<file path="config.mk">
export PLATFORM = sky130hd
export DESIGN_NAME = battle_ctrl
export DESIGN_NICKNAME = d
export VERILOG_FILES = /design/src/rtl/battle_pkg.sv /design/src/rtl/damage_calc.sv /design/src/rtl/battle_ctrl.sv
export SDC_FILE = /design/constraint.sdc
export NUM_CORES = 1
export LEC_CHECK = 0
export CORE_MARGIN = 2
export CORE_UTILIZATION = 43
export DETAILED_ROUTE_END_ITERATION = 12
export PLACE_DENSITY_LB_ADDON = 0.05
export SYNTH_ARGS = -nofsm -noshare
export SYNTH_HDL_FRONTEND = slang
export SYNTH_SLANG_ARGS = --single-unit
</file>
<file path="constraint.sdc">
create_clock -name Clk -period 8.9 [get_ports Clk]
set_input_delay 1.335 -clock Clk [delete_from_list [all_inputs] [get_ports Clk]]
set_output_delay 1.335 -clock Clk [all_outputs]
set_load 0.02 [all_outputs]
</file>
<file path="src/rtl/battle_pkg.sv">
// rtl/battle_pkg.sv - shared codes, ROM field indices and FSM states for battle_ctrl
package battle_pkg;

    // Elemental type codes as stored in the ROM (type effectiveness is not evaluated)
    localparam logic [7:0] TYPE_NORMAL   = 8'd0;
    localparam logic [7:0] TYPE_POISON   = 8'd3;
    localparam logic [7:0] TYPE_ELECTRIC = 8'd13;
    localparam logic [7:0] TYPE_PSYCHIC  = 8'd14;

    // Move category codes
    localparam logic [7:0] CAT_SPECIAL  = 8'd0;
    localparam logic [7:0] CAT_PHYSICAL = 8'd1;

    // Byte indices into the Pokemon record
    localparam int PK_TYPE1 = 11;
    localparam int PK_TYPE2 = 10;
    localparam int PK_HP    = 9;
    localparam int PK_ATK   = 8;
    localparam int PK_DEF   = 7;
    localparam int PK_SPA   = 6;
    localparam int PK_SPD   = 5;
    localparam int PK_SPE   = 4;
    localparam int PK_MOVE0 = 3;

    // Byte indices into the move record
    localparam int MV_TYPE = 4;
    localparam int MV_CAT  = 3;
    localparam int MV_POW  = 2;
    localparam int MV_ACC  = 1;
    localparam int MV_PP   = 0;

    // Accuracy at or above this value never misses
    localparam logic [7:0] ACC_ALWAYS = 8'd100;

    typedef enum logic [2:0] {
        ST_IDLE,
        ST_LOAD,
        ST_READY,
        ST_FETCH,
        ST_ATK_A,
        ST_ATK_B,
        ST_DONE
    } battle_state_t;

endpackage

</file>
<file path="src/rtl/damage_calc.sv">
// rtl/damage_calc.sv - combinational damage: (power*atk)>>6 minus half defense, floor 1, cap 255
module damage_calc (
    input  logic [7:0] power,
    input  logic [7:0] atk,
    input  logic [7:0] def,
    output logic [7:0] dmg
);

    logic [15:0] prod;
    logic [9:0]  base;
    logic [9:0]  half;
    logic [9:0]  d;
    logic        unused_low_bits;

    assign unused_low_bits = ^{prod[5:0], def[0]};

    // Scale attack by power, subtract half the defense, then clamp to 1..255
    always_comb begin
        prod = {8'd0, power} * {8'd0, atk};
        base = prod[15:6];
        half = {3'd0, def[7:1]};
        if (base > half) begin
            d = base - half;
        end else begin
            d = 10'd1;
        end
        dmg = (d > 10'd255) ? 8'hFF : d[7:0];
    end

endmodule

</file>
<file path="src/rtl/battle_ctrl.sv">
// rtl/battle_ctrl.sv - two-player turn sequencer owning HP/PP state and the stats ROM address ports
module battle_ctrl
    import battle_pkg::*;
#(
    parameter logic [7:0] LFSR_SEED = 8'hA5
) (
    input  logic             Clk,
    input  logic             Reset,
    input  logic             new_battle,
    input  logic [2:0]       p1_mon,
    input  logic [2:0]       p2_mon,
    input  logic             turn_go,
    input  logic [1:0]       p1_slot,
    input  logic [1:0]       p2_slot,
    output logic [2:0]       pokemon_addr1,
    output logic [2:0]       pokemon_addr2,
    output logic [4:0]       move_addr1,
    output logic [4:0]       move_addr2,
    input  logic [11:0][7:0] pokemon_data1,
    input  logic [11:0][7:0] pokemon_data2,
    input  logic [4:0][7:0]  move_data1,
    input  logic [4:0][7:0]  move_data2,
    output logic             busy,
    output logic             ready,
    output logic             turn_done,
    output logic             first_is_p2,
    output logic [1:0]       hit,
    output logic [7:0]       p1_hp,
    output logic [7:0]       p2_hp,
    output logic [3:0][7:0]  p1_pp,
    output logic [3:0][7:0]  p2_pp,
    output logic [1:0]       winner
);

    battle_state_t state_q, state_d;
    logic          load_go, turn_ok;
    logic [1:0]    k_q;
    logic [1:0]    slot1_q, slot2_q;
    logic [7:0]    lfsr_q;

    // Per-side move fields and stats captured in FETCH; dfn is this side's defence against the opponent's move
    logic [7:0]    pow1_q, acc1_q, atk1_q, dfn1_q;
    logic [7:0]    pow2_q, acc2_q, atk2_q, dfn2_q;

    // Current attacker view, muxed by attack phase and turn order
    logic          atk_p2;
    logic [7:0]    a_pp, a_hp, d_hp, a_pow, a_acc, a_atk, d_def;
    logic [7:0]    dmg, d_hp_next;
    logic          a_valid, a_hit;

    logic          unused_rom_bits;

    assign unused_rom_bits = ^{pokemon_data1[PK_TYPE1:PK_TYPE2], pokemon_data2[PK_TYPE1:PK_TYPE2],
                               move_data1[MV_TYPE], move_data2[MV_TYPE],
                               pokemon_data1[3][7:5], pokemon_data1[2][7:5],
                               pokemon_data1[1][7:5], pokemon_data1[0][7:5],
                               pokemon_data2[3][7:5], pokemon_data2[2][7:5],
                               pokemon_data2[1][7:5], pokemon_data2[0][7:5]};

    assign busy      = (state_q == ST_LOAD) || (state_q == ST_FETCH) || (state_q == ST_ATK_A) ||
                       (state_q == ST_ATK_B) || (state_q == ST_DONE);
    assign ready     = (state_q == ST_READY) && (winner == 2'b00);
    assign turn_done = (state_q == ST_DONE);

    // State register
    always_ff @(posedge Clk) begin
        if (Reset) begin
            state_q <= ST_IDLE;
        end else begin
            state_q <= state_d;
        end
    end

    // Next-state logic; new_battle outranks turn_go and both only matter in IDLE/READY
    always_comb begin
        state_d = state_q;
        load_go = 1'b0;
        turn_ok = 1'b0;
        case (state_q)
            ST_IDLE: begin
                if (new_battle) begin
                    load_go = 1'b1;
                    state_d = ST_LOAD;
                end
            end
            ST_LOAD: begin
                if (k_q == 2'd3) begin
                    state_d = ST_READY;
                end
            end
            ST_READY: begin
                if (new_battle) begin
                    load_go = 1'b1;
                    state_d = ST_LOAD;
                end else if (turn_go && (winner == 2'b00)) begin
                    turn_ok = 1'b1;
                    state_d = ST_FETCH;
                end
            end
            ST_FETCH: state_d = ST_ATK_A;
            ST_ATK_A: state_d = ST_ATK_B;
            ST_ATK_B: state_d = ST_DONE;
            ST_DONE:  state_d = ST_READY;
            default:  state_d = ST_IDLE;
        endcase
    end

    // Move ROM addressing: slot k while loading PP, selected slot while fetching; slot 0 lives at byte 3
    always_comb begin
        move_addr1 = 5'd0;
        move_addr2 = 5'd0;
        if (state_q == ST_LOAD) begin
            move_addr1 = pokemon_data1[{2'b00, ~k_q}][4:0];
            move_addr2 = pokemon_data2[{2'b00, ~k_q}][4:0];
        end else if (state_q == ST_FETCH) begin
            move_addr1 = pokemon_data1[{2'b00, ~slot1_q}][4:0];
            move_addr2 = pokemon_data2[{2'b00, ~slot2_q}][4:0];
        end
    end

    // Select attacker/defender operands and evaluate validity, hit and resulting defender HP
    always_comb begin
        atk_p2 = (state_q == ST_ATK_A) ? first_is_p2 : ~first_is_p2;
        if (atk_p2) begin
            a_pp  = p2_pp[slot2_q];
            a_hp  = p2_hp;
            d_hp  = p1_hp;
            a_pow = pow2_q;
            a_acc = acc2_q;
            a_atk = atk2_q;
            d_def = dfn1_q;
        end else begin
            a_pp  = p1_pp[slot1_q];
            a_hp  = p1_hp;
            d_hp  = p2_hp;
            a_pow = pow1_q;
            a_acc = acc1_q;
            a_atk = atk1_q;
            d_def = dfn2_q;
        end
        a_valid   = (a_pp != 8'd0) && (a_hp != 8'd0);
        a_hit     = a_valid && ((a_acc >= ACC_ALWAYS) || ({1'b0, lfsr_q[6:0]} < a_acc));
        d_hp_next = (dmg >= d_hp) ? 8'd0 : (d_hp - dmg);
    end

    damage_calc u_damage_calc (
        .power (a_pow),
        .atk   (a_atk),
        .def   (d_def),
        .dmg   (dmg)
    );

    // Battle state registers, LFSR and per-turn capture
    always_ff @(posedge Clk) begin
        if (Reset) begin
            lfsr_q        <= LFSR_SEED;
            pokemon_addr1 <= 3'd0;
            pokemon_addr2 <= 3'd0;
            k_q           <= 2'd0;
            slot1_q       <= 2'd0;
            slot2_q       <= 2'd0;
            pow1_q        <= 8'd0;
            acc1_q        <= 8'd0;
            atk1_q        <= 8'd0;
            dfn1_q        <= 8'd0;
            pow2_q        <= 8'd0;
            acc2_q        <= 8'd0;
            atk2_q        <= 8'd0;
            dfn2_q        <= 8'd0;
            first_is_p2   <= 1'b0;
            hit           <= 2'b00;
            p1_hp         <= 8'd0;
            p2_hp         <= 8'd0;
            p1_pp         <= '0;
            p2_pp         <= '0;
            winner        <= 2'b00;
        end else begin
            lfsr_q <= {lfsr_q[6:0], lfsr_q[7] ^ lfsr_q[5] ^ lfsr_q[4] ^ lfsr_q[3]};
            if (load_go) begin
                pokemon_addr1 <= p1_mon;
                pokemon_addr2 <= p2_mon;
                k_q           <= 2'd0;
            end
            if (turn_ok) begin
                slot1_q <= p1_slot;
                slot2_q <= p2_slot;
            end
            case (state_q)
                ST_LOAD: begin
                    p1_pp[k_q] <= move_data1[MV_PP];
                    p2_pp[k_q] <= move_data2[MV_PP];
                    k_q        <= k_q + 2'd1;
                    if (k_q == 2'd0) begin
                        p1_hp  <= pokemon_data1[PK_HP];
                        p2_hp  <= pokemon_data2[PK_HP];
                        winner <= 2'b00;
                        hit    <= 2'b00;
                    end
                end
                ST_FETCH: begin
                    pow1_q      <= move_data1[MV_POW];
                    acc1_q      <= move_data1[MV_ACC];
                    atk1_q      <= (move_data1[MV_CAT] == CAT_PHYSICAL) ? pokemon_data1[PK_ATK] : pokemon_data1[PK_SPA];
                    dfn1_q      <= (move_data2[MV_CAT] == CAT_PHYSICAL) ? pokemon_data1[PK_DEF] : pokemon_data1[PK_SPD];
                    pow2_q      <= move_data2[MV_POW];
                    acc2_q      <= move_data2[MV_ACC];
                    atk2_q      <= (move_data2[MV_CAT] == CAT_PHYSICAL) ? pokemon_data2[PK_ATK] : pokemon_data2[PK_SPA];
                    dfn2_q      <= (move_data1[MV_CAT] == CAT_PHYSICAL) ? pokemon_data2[PK_DEF] : pokemon_data2[PK_SPD];
                    first_is_p2 <= (pokemon_data2[PK_SPE] > pokemon_data1[PK_SPE]);
                    hit         <= 2'b00;
                end
                ST_ATK_A, ST_ATK_B: begin
                    if (a_valid) begin
                        if (atk_p2) begin
                            p2_pp[slot2_q] <= a_pp - 8'd1;
                        end else begin
                            p1_pp[slot1_q] <= a_pp - 8'd1;
                        end
                        if (a_hit) begin
                            if (atk_p2) begin
                                p1_hp  <= d_hp_next;
                                hit[1] <= 1'b1;
                            end else begin
                                p2_hp  <= d_hp_next;
                                hit[0] <= 1'b1;
                            end
                            if (d_hp_next == 8'd0) begin
                                winner <= atk_p2 ? 2'b10 : 2'b01;
                            end
                        end
                    end
                end
                default: ;
            endcase
        end
    end

endmodule
</file>
==> flow_summary_export.csv, run 1 <==
group,metric,value,unit
floorplanning,start_util,43.5,%
worst_setup_path,critical_path.max_stage_delay,500,ps
floorplanning,die_width,174,um
timing,period_needed,8700,ps
synth,synth_top_cell_by_area,"dfxtp_1",
synth,async_flop_share,0,%
timing,hold_violations,0,
worst_setup_path,path_class,"reg2reg",
worst_setup_path,crit_fanout,7,
clock_tree,cts_root_buffer,"clkbuf_16",
routing,ant_nets,0,
timing,finalCritPeriodShare,97.7,%
synth,yosysSeqAreaShare,27.4,%
power_and_ir_drop,cellLeakagePower,6.89,nW
routing,dr.pass1.iters,6,
worst_setup_path,cp-start-kind,"flop",
global_routing,grt_use_total,27.1,%
finish,multi_input_area,8830,um2
timing,drv_slew,0,
floorplanning,die_area,30300,um2
placement,finalWeightedCongestion,0.886,
timing,maxSlewHeadroom,14.7,%
worst_setup_path,slowest_stage,"fa_1",
finish,nNetsFinal,2230,
global_routing,grt_max_degree,107,
finish,layout-drive-gt1-share,14.7,%
floorplanning,fp.coreArea,28500,um2
power_and_ir_drop,finalPower,0.00217,W
power_and_ir_drop,p_per_area,123,nW/um2
routing,via_count,12500,
worst_setup_path,crit_top_cell,"fa_1",
global_routing,grt_pass1_wl,65200,um
placement,place_inst,2185,
synth,synth_cell_type_count,70,
clock_tree,cts_made_buffers,17,
clock_tree,clk_pin_slew,80,ps
synth,yosysWarningCount,0,
timing,skew,14.8,ps
status,status,"completed",
worst_hold_path,min_path_type,"reg2reg",
timing,setup_tns,0,ps
finish,final_core_utilization,61.7,%
finish,area_delta_synth_final,41.8,%
synth,netlist_top_cells_area,"dfxtp_1 27%, mux2i_1 7.0%, ha_1 6.7%",
synth,syn_nets,1880,
timing,hold_slack,451,ps
synth,synth.avg_cell_area,8.34,um2
floorplanning,fp-row-count,62,
routing,viasPerCell,5.57,
global_routing,grt_pass1_vias,12200,
routing,wire_per_inst,18.8,um
synth,synth_edf_count,0,
finish,diodes,0,
synth,synthFlopType,"dfxtp_1",
timing,rsz0062_at_grt,"yes",
placement,hpwlAfterDp,30900,um
global_routing,antenna_found_initial,1,
timing,worstMarginPinSlew,1280,ps
placement,port_buffers,313,
synth,synth_area,12400,um2
timing,final-setup-viol-count,0,
floorplanning,io_pins,390,
synth,synth_seq_cells,170,
finish,regArea,3410,um2
clock_tree,cts_tree,"done",
routing,wl,42000,um
worst_setup_path,cp_data_required_time,9290,ps
synth,synth_top_area_share,27.4,%
clock_tree,numClockSinks,170,
clock_tree,htreeDepth,4,
clock_tree,clock_latency,450,ps
finish,fillCellCount,2565,
worst_setup_path,worstSetupEndpointType,"flop",
run,maxCapViolations,0,
synth,yosysMostFrequentCell,"nand2_1",
worst_setup_path,arrival,9090,ps
power_and_ir_drop,irDropWorstVdd,0.000122,V
routing,drc,0,
synth,synthTopCellsByCount,"205 x nand2_1, 180 x nor2_1, 170 x dfxtp_1, 127 x a21oi_1, 87 x mux2i_1",
floorplanning,die-height,174,um
clock_tree,clockBufferDepth,2,
timing,fmax,0.115,GHz
synth,synth_cells,1490,
finish,fin_cells,2237,
global_routing,overflow,0,
routing,drt-initial-drc-count,748,
==> cell type report <==
type / instances / area share, %
inverter: 62 / 1.32
tap: 384 / 2.73
clock inverter: 15 / 1.29
multi-input combinational: 1169 / 50.1
timing repair buffer: 420 / 22.7
sequential: 170 / 19.3
clock buffer: 17 / 2.42
==> cell usage in the layout (no fill, tap or decap), drive strengths merged, types with 13 or more instances in the layout <==
| master | n |
|---|---|
| o21a | 15 |
| nor3 | 14 |
| and2 | 17 |
| ha | 67 |
| nor2 | 180 |
| nand2 | 205 |
| clkbuf | 17 |
| xnor2 | 15 |
| a211oi | 41 |
| fa | 37 |
| a21oi | 128 |
| a21o | 23 |
| buf | 108 |
| o21ai | 88 |
| mux2i | 87 |
| xor2 | 13 |
| inv | 67 |
| mux4 | 36 |
| a22o | 36 |
| clkdlybuf4s50 | 312 |
| nand3 | 22 |
| dfxtp | 170 |
==> cells by family after synthesis <==
logic type,count (synthesis),share of synthesized area [%]
AO/OA/AOI/OAI,401,21.1
XOR/XNOR,28,2.13
adder cells (fa/ha/maj),104,12.7
buffers and inverters,152,4.87
flip-flops,170,27.4
multiplexers,126,13.8
AND/OR/NAND/NOR,509,18.0
==> state kept, by name (all words and copies together) (netlist names), 8 cells and up <==
register	count
p1_pp	32
p2_pp	32
acc1_q	8
acc2_q	8
atk1_q	8
atk2_q	8
lfsr_q	8
p1_hp	8
p2_hp	8
pow1_q	8
pow2_q	8
==> worst max-delay path, delay by kind of cell (launching register included) <==
kind                       cells  cell delay, ps
DFF                            1             320
adders and majority gates      8            3050
xor gates and xnor gates       2             360
buffers and inverters          7             930
AOI/OAI and AO/OA             11            2150
and+or+nand+nor                9            1620
muxes                          1             200
==> report_power, final <==
group	leakage, nW	internal [W]	switching (W)
Combinational	5.20	0.000250	0.000275
Clock	0.312	0.000437	0.000393
Sequential	1.38	0.000785	0.0000265
==> stage by stage <==
stage          setup slack [ps]  area (um2)
2_1_floorplan              10.4       12500
6_report                    202       17600
3_3_place_gp               -125       16500
4_1_cts                    11.8       17100
5_1_grt                    -156       17600
3_5_place_dp               -203       16500
==> final timing paths <==
path / from / end / slack (ps) / cells past startpoint
worst min-delay path: hit[1] / hit[1] / 450 / 2
worst max-delay path: state_q[2] / winner[1] / 200 / 38
worst min register to register: hit[1] / hit[1] / 450 / 2
worst max register to register: state_q[2] / winner[1] / 200 / 38
==> what timing repair did <==
| action | CTS | global route |
|---|---|---|
| resized for setup | 10 | 71 |
| setup buffers | 0 | 19 |
| endpoints found under the setup margin | 16 | 18 |
| gates cloned | 0 | 1 |
| pin swaps | 1 | 37 |
| hold buffers | 0 | 0 |
==> per-layer routing <==
metal / share of wire [%] / GRT usage [%] / vias up / routed length, um
met4: 2.6 / 8.58 / 2 / 1100
met2: 50 / 47.1 / 396 / 21000
li1: - / - / 6017 / -
met1: 41 / 34.2 / 5971 / 17300
met5: 0.029 / 0 / - / 12
met3: 6.1 / 4.92 / 78 / 2550
(Power assumes the default switching activity.)
==> run 2: changes to the inputs <==
Settings changed: ABC_AREA from default to 0, CORE_UTILIZATION 43 to 48.
Clock period 8.9 ns to 8.6 ns, I/O delays scaled along.
==> run 2 against run 1 <==
The flow now finishes with violations (negative setup slack). Register-to-register slack lost 310 ps. Clock skew grew 4.5 ps. Core utilization rose by 7.7 points. Sequential power is 3.4% higher. Die area fell by 10%. Clock power is 3.9% lower. Final area shrank 0.16%. Via count rose by 1.8%. Hold slack gained 1.2 ps. Critical path depth is 1 lower. Largest power group is now registers.
==> flow_summary_export.csv, run 2 (synthesis gave the netlist of run 1 again) <==
group,metric,value,unit
timing,final-setup-viol-count,2,
finish,reg.largest.list,"p1_pp (32), p2_pp (32)",
clock_tree,clock_latency,450,ps
global_routing,grt_pass1_wl,63200,um
finish,layout_commonest_cell,"clkdlybuf4s50_1",
power_and_ir_drop,power_frac_comb,25.4,%
placement,post-place-ws,-276,ps
worst_hold_path,hold_depth,1,
finish,layout.cells.most_common_list,"312 x clkdlybuf4s50_1, 203 x nand2_1, 178 x nor2_1",
routing,drc,0,
timing,rsz0062_at_grt,"yes",
timing,drv_slew,0,
routing,wl,41700,um
worst_setup_path,crit_fanout,8,
power_and_ir_drop,cellLeakagePower,6.99,nW
worst_hold_path,min_to,"lfsr_q[2]",
floorplanning,start_util,49.1,%
placement,port_buffers,313,
timing,setup_ws,-104,ps
floorplanning,fp.coreArea,25300,um2
finish,diodes,0,
floorplanning,io_pins,390,
floorplanning,die_area,27200,um2
placement,hpwlAfterDp,30500,um
floorplanning,fp-row-count,58,
timing,worstMarginPinSlew,1250,ps
timing,finalCritPeriodShare,101,%
power_and_ir_drop,power_frac_clock,36.4,%
timing,hold_violations,0,
routing,ant_nets,0,
clock_tree,clockBufferDepth,2,
worst_setup_path,critical_path.max_stage_delay,570,ps
status,status,"finished with violations",
finish,layout-drive-gt1-share,15.4,%
clock_tree,htreeDepth,4,
clock_tree,cts_root_buffer,"clkbuf_16",
clock_tree,numClockSinks,170,
finish,nNetsFinal,2244,
worst_setup_path,path_class,"reg2reg",
worst_setup_path,arrival,9080,ps
clock_tree,ctsHoldBuffers,0,
global_routing,grt_use_total,29.6,%
worst_hold_path,min_path_type,"reg2reg",
timing,maxSlewHeadroom,16.6,%
power_and_ir_drop,p_per_area,125,nW/um2
timing,skew,19.3,ps
status,violations,"negative setup slack",
floorplanning,die-height,165,um
routing,dr.pass1.iters,5,
global_routing,grt_pass1_vias,12200,
global_routing,grt_max_degree,94,
power_and_ir_drop,irDropWorstVdd,0.000111,V
clock_tree,cts_tree,"done",
routing,via_count,12700,
power_and_ir_drop,swShare,32.0,%
worst_setup_path,reg2reg_slack,-100,ps
routing,wire_per_inst,19.0,um
run,maxCapViolations,0,
finish,area_delta_synth_final,41.5,%
worst_setup_path,rr_startpoint,"state_q[2]",
global_routing,overflow,0,
routing,viasPerCell,5.78,
clock_tree,cts_made_buffers,17,
worst_hold_path,hold_path.startpoint,"lfsr_q[1]",
global_routing,antenna_found_initial,1,
routing,drt-initial-drc-count,815,
worst_setup_path,cp-start-kind,"flop",
finish,final_core_utilization,69.4,%
worst_setup_path,reg2reg_depth,37,
clock_tree,clk_pin_slew,90,ps
timing,period_needed,8700,ps
power_and_ir_drop,p_sw,0.000703,W
worst_setup_path,rr_endpoint,"winner[1]",
placement,finalWeightedCongestion,0.911,
worst_setup_path,cp_data_required_time,8970,ps
power_and_ir_drop,finalPower,0.00220,W
timing,fmax,0.115,GHz
power_and_ir_drop,seqPwrFrac,38.3,%
floorplanning,die_width,165,um
worst_setup_path,worstSetupEndpointType,"flop",
power_and_ir_drop,intPower,0.00149,W
worst_setup_path,slowest_stage,"fa_1",
## run 2: changes by cell type in the layout (fill, tap and decap cells not counted), sizes merged
cell	change
inv	+3
bufinv	-1
clkinvlp	+1
buf	+14
clkinv	-4
## run 2: power groups by stage
| stage | registers, W | logic, W | clock network (W) |
|---|---|---|---|
| 2_1_floorplan | 0.000874 | 0.000257 | 0 |
| 3_3_place_gp | 0.000857 | 0.000522 | 0 |
| 4_1_cts | 0.000839 | 0.000538 | 0.000810 |
| 5_1_grt | 0.000843 | 0.000591 | 0.000838 |
| 6_report | 0.000840 | 0.000557 | 0.000798 |
| 3_5_place_dp | 0.000857 | 0.000531 | 0 |
## run 2: worst max path at each step
stage,end,start,cells after the start,slack [ps]
CTS,winner[0],state_q[1],35,0.7
floorplan,winner[0],state_q[2],35,6
detailed placement,p2_hp[1],state_q[1],37,-280
global route,winner[0],state_q[1],39,-500
finish,winner[1],state_q[2],37,-100
global placement,winner[0],state_q[1],35,-150
## run 2: what timing repair did
action,in CTS,in global routing
cloned,0,1
pin swaps,5,21
resized for setup,18,47
buffers inserted,2,15
endpoints found under the setup margin,18,18
## run 2: layout make-up
class,instances,area (um2)
Multi-Input combinational cell,1169,8840
Tap cell,330,413
Fill cell,2114,7740
Inverter,62,233
Timing Repair Buffer,434,4090
Clock inverter,14,171
Clock buffer,17,425
Sequential cell,170,3410
## run 2: per-stage QoR
| step | instance area, um2 | TNS, ps | hold slack [ps] | cells |
|---|---|---|---|---|
| 6_report | 17600 | -197 | 452 | 2196 |
| 5_1_grt | 17600 | -6210 | 475 | 2196 |
| 4_1_cts | 17300 | 0 | 454 | 2180 |
| 3_5_place_dp | 16600 | -3980 | 438 | 2147 |
| 3_3_place_gp | 16600 | -1130 | 434 | 2147 |
| 2_1_floorplan | 12600 | 0 | 421 | 1490 |
## run 2: critical path: cells and delay by family, from the launching register on
kind	cells	cell delay, ps
muxes	1	200
buffers and inverters	7	980
xor gates and xnor gates	2	370
AOI/OAI and AO/OA	9	1680
DFF	1	330
and+or+nand+nor	10	1910
adders and majority gates	8	3160
## run 2: layer usage
metal  wire (um)  GRT usage (%)  vias to the layer above
li1            -              -                     6041
met1       16700           36.2                     6130
met2       20700           52.7                      449
met3        2960           5.07                       71
met4        1260           10.1                        0
met5           0              0                        -
